$ cat src/rtl/cp0_count_timer.sv
// ---------------------------------------------------------------------------
// cp0_count_timer
//
// Holds the CP0 Count register (reg 9, sel 0) and raises the CP0 timer
// interrupt when Count equals the registered Compare value.
//
// Count advances once every two core cycles using a 1-bit phase divider.
// Both Count and the phase freeze while Cause.DC (count_dis) is set.
// timer_int is sticky. Only a Compare write or reset clears it.
//
// Ports:
//   clk            core clock
//   rst            synchronous reset, active-high
//   mtc0_we        qualified MTC0 write strobe
//   cp0_addr       {rd[4:0], sel[2:0]} of the MTC0/MFC0 target
//   mtc0_data      MTC0 write data
//   compare_data   registered value of the Compare register
//   count_dis      Cause.DC, freezes Count and tick phase
//   cp0_Count_data Count register value (to the MFC0 mux)
//   timer_int      sticky timer-interrupt pending (Cause.TI / IP7)
//   count_tick     high in cycles where Count increments
// ---------------------------------------------------------------------------
module cp0_count_timer #(
  parameter logic [31:0] COUNT_INI    = 32'h0000_0000,
  parameter logic [7:0]  ADDR_COUNT   = 8'b01001_000,
  parameter logic [7:0]  ADDR_COMPARE = 8'b01011_000
) (
  input  logic        clk,
  input  logic        rst,
  input  logic        mtc0_we,
  input  logic [7:0]  cp0_addr,
  input  logic [31:0] mtc0_data,
  input  logic [31:0] compare_data,
  input  logic        count_dis,
  output logic [31:0] cp0_Count_data,
  output logic        timer_int,
  output logic        count_tick
);

  localparam int DATA_W = 32;

  // Count arithmetic is plain modulo-2^32. The wrap raises no flag.
  function automatic logic [DATA_W-1:0] count_inc(input logic [DATA_W-1:0] v);
    count_inc = v + {{(DATA_W-1){1'b0}}, 1'b1};
  endfunction

  logic [DATA_W-1:0] count_p0;
  logic              phase_p0;
  logic              timer_int_p0;

  logic              wr_count;
  logic              wr_compare;
  logic              tick;
  logic              match;

  // Full 8-bit decode. A write to a different sel of the same rd is ignored.
  assign wr_count   = mtc0_we && (cp0_addr == ADDR_COUNT);
  assign wr_compare = mtc0_we && (cp0_addr == ADDR_COMPARE);

  // The tick comes from the registered phase. It is gated by count_dis so that
  // no increment is reported while frozen.
  assign tick = phase_p0 && !count_dis;

  // The match uses the registered Count. When Count is written and a match
  // occurs in the same cycle, the pre-write value is the one compared.
  assign match = (count_p0 == compare_data);

  // ---- stage p0: Count / phase state ----
  always_ff @(posedge clk) begin
    if (rst) begin
      count_p0 <= COUNT_INI;
      phase_p0 <= 1'b0;
    end else if (wr_count) begin
      // A software write wins over the increment and restarts the divider.
      // It also applies while frozen.
      count_p0 <= mtc0_data;
      phase_p0 <= 1'b0;
    end else if (!count_dis) begin
      phase_p0 <= ~phase_p0;
      if (tick) begin
        count_p0 <= count_inc(count_p0);
      end
    end
  end

  // ---- stage p0: timer interrupt ----
  always_ff @(posedge clk) begin
    if (rst) begin
      timer_int_p0 <= 1'b0;
    end else if (wr_compare) begin
      // Clearing wins over a simultaneous match. If the new Compare equals
      // Count, the interrupt re-asserts on the following edge.
      timer_int_p0 <= 1'b0;
    end else if (match) begin
      timer_int_p0 <= 1'b1;
    end
  end

  assign cp0_Count_data = count_p0;
  assign timer_int      = timer_int_p0;
  assign count_tick     = tick;

endmodule

$ cat config.mk
export PLATFORM = sky130hd
export DESIGN_NAME = cp0_count_timer
export DESIGN_NICKNAME = d
export VERILOG_FILES = /design/src/rtl/cp0_count_timer.sv
export SDC_FILE = /design/constraint.sdc
export NUM_CORES = 1
export LEC_CHECK = 0
export CAP_MARGIN = 10
export CORE_UTILIZATION = 44
export DETAILED_ROUTE_END_ITERATION = 8
export PLACE_DENSITY = 0.86
export SETUP_SLACK_MARGIN = 0.05
export SKIP_LAST_GASP = 1
export SYNTH_ARGS = -nofsm -noshare
export SYNTH_HDL_FRONTEND = slang
export SYNTH_SLANG_ARGS = --single-unit
$ cat constraint.sdc
create_clock -name clk -period 5.1 [get_ports clk]
set_input_delay 0.51 -clock clk [delete_from_list [all_inputs] [get_ports clk]]
set_output_delay 0.51 -clock clk [all_outputs]
set_load 0.1 [all_outputs]
==> flow_summary.toml <==
[clock_tree]
cts_buffers = 5
cts.sinks = 34
cts_setup_buffers = 0
cts_tree = "yes"
clkSlewWorstSetupHoldPaths_ns = 0.07
h-tree-depth = 2
cts-root-buf = "clkbuf_8"
clk_latency_ns = 0.29
cts_resized = 0
cts_hold_buf = 0
cts_buffer_depth = 2

[timing]
finalMaxSlewViolations = 0
setup_tns_ns = 0
min_period_ns = 3.136
skew_ns = 0.005768
finalHoldViolCount = 0
rsz0062_at_grt = "no"
tightest_slew_ns = 1.155
fin_crit_sh_pct = 61.48
max_freq_ghz = 0.3189
worst_slack_ns = 1.964
finalSetupViolCount = 0
slew_headroom_pct = 23.00

[global_routing]
grt_overflow_total = 0
grt_pass1_wl_um = 11100
grt_pass1_vias = 2350
grt_max_degree = 64
antenna_found_initial = 0
grt_usage_pct = 27.40

[floorplanning]
io_pins = 110
core_area_um2 = 4817
die_w_um = 73.25
die_h_um = 73.25
fp.dieArea_um2 = 5365
initial_utilization_pct = 46.36
num_rows = 25

[logic_synthesis]
yosysWarnings = 0
async_reset_ff_share_pct = 0
synthCells = 267
syn_area_per_cell_um2 = 8.365
synth.distinct_cells = 36
synth_nets = 344
yosysSeqAreaShare_pct = 30.48
synth_top_area_share_pct = 30.48
synth_edf_count = 0
netlist_area_um2 = 2233
ys_top_cells_by_area = "dfxtp_1 30%, xnor2_1 19%, a211oi_1 10%, nor2_1 6.4%, xor2_1 5.5%"
synth_top_cell_by_area = "dfxtp_1"
ys_seq_elements = 34
synth-main-ff-cell = "dfxtp_1"

[worst_setup_path]
rr_startpoint = "cp0_Count_data[6]"
reg2reg_slack_ns = 3.07
r2r_cells = 5
rr_endpoint = "cp0_Count_data[16]"
worstSetupStartpointType = "input pin"
worstPathRequired_ns = 4.59
arrival_ns = 2.63
path_class = "in2out"
worstSetupEndpointType = "output port"
cp_max_fo = 6

[placement]
port_buffers = 109
place_congestion = 0.8759
post-place-ws_ns = 1.927
hpwl_um = 5333

[detailed_routing]
viasPerCell = 5.563
num_vias = 2420
drtAntennaViolNets = 0
remaining_drc_errors = 0
wirelength_um = 6993
routedWlPerCell_um = 16.08
drt-pass1-iter-count = 4
drt_iter0_drc = 252

[worst_hold_path]
holdPathEnd = "phase_p0"
hold_path.class = "reg2reg"
hp-start = "phase_p0"
hold_path_depth = 2

[status]
outcome = "complete, no violations"

[cells_and_area]
drive_gt1_share_pct = 3.804
antenna_cells = 0
final_cell_mix = "109 x clkdlybuf4s50_1, 48 x xnor2_1, 38 x nor2_1"
layout.nets = 446
area_delta_synth_final_pct = 53.78
layout_commonest_cell = "clkdlybuf4s50_1"

[power]
power_mw = 0.5779
cellLeakagePower_nw = 1.071
p_per_area_nw_per_um2 = 168.3
ir_worst_vdd_uv = 127.3

[job]
max_cap_violations = 0
## critical path: stages
cell and delay [ns]:
clkdlybuf4s50_1 0.45, nor2b_1 0.43, clkdlybuf4s50_1 1.23
## cell usage after synthesis (3+ instances only)
cell / instances
xor2_1: 14
nand4_1: 15
dfxtp_1: 34
nand3_1: 10
clkbuf_1: 10
nor4_1: 8
nor2_1: 38
nand2_1: 18
nor2b_1: 3
a211oi_1: 31
nor3_1: 7
xnor2_1: 48
## flip-flops by register name, indices dropped and copies added (netlist names)
register / count
timer_int: 1
phase_p0: 1
cp0_Count_data: 32
## cells by family (layout without fill, tap and decap cells)
logic type / count (synthesis) / in the layout / synth area share, %
buf+inv: 17 / 118 / 3.306
simple gates: 117 / 117 / 29.08
xor+xnor: 62 / 62 / 24.31
mux: 1 / 1 / 0.4482
fa+ha+maj: 1 / 1 / 0.5601
flops: 34 / 34 / 30.48
compound gates: 35 / 35 / 11.82
## layer usage
| metal | vias up | GRT usage, % | wire [um] |
|---|---|---|---|
| li1 | 1158 | - | - |
| met1 | 1127 | 33.64 | 2874 |
| met2 | 114 | 45.37 | 3314 |
| met3 | 21 | 7.044 | 598 |
| met4 | 0 | 11.33 | 205 |
| met5 | - | 0 | 0 |
## report_power, final
group	switching, mW	internal, mW	total (mW)
sequential	0.00362	0.267	0.271
combinational	0.0400	0.0665	0.107
clock	0.0962	0.104	0.200
## stage by stage
stage / instances / cell area [um2] / util (%) / hold WS (ns)
final: 435 / 3435 / 71.30 / 0.5318
after global routing: 435 / 3435 / 71.30 / 0.5516
after CTS: 435 / 3435 / 71.30 / 0.5290
after detailed placement: 429 / 3352 / 69.58 / 0.5187
after global placement: 429 / 3352 / 69.58 / 0.5171
after floorplan: 267 / 2233 / - / 0.4950
## how the worst max path moves through the flow
stage / startpoint / endpoint / slack [ns] / depth (start not counted)
after floorplan: cp0_Count_data[2] / cp0_Count_data[16] / 2.49 / 7
after global placement: count_dis / count_tick / 2.03 / 3
after detailed placement: cp0_addr[1] / cp0_Count_data[3] / 1.93 / 6
after CTS: count_dis / count_tick / 1.98 / 3
after global routing: cp0_addr[1] / cp0_Count_data[26] / 1.90 / 6
final: count_dis / count_tick / 1.96 / 3
## area by class of cell
class	instances	area (um2)
fillers	392	1383
well taps	67	83.83
inverters	2	7.507
clock buffers	6	82.58
flip-flops and latches	34	680.7
multi-input cells	216	1481
repair buffers	110	1099
Note: power is estimated with default switching activity, not from simulation.
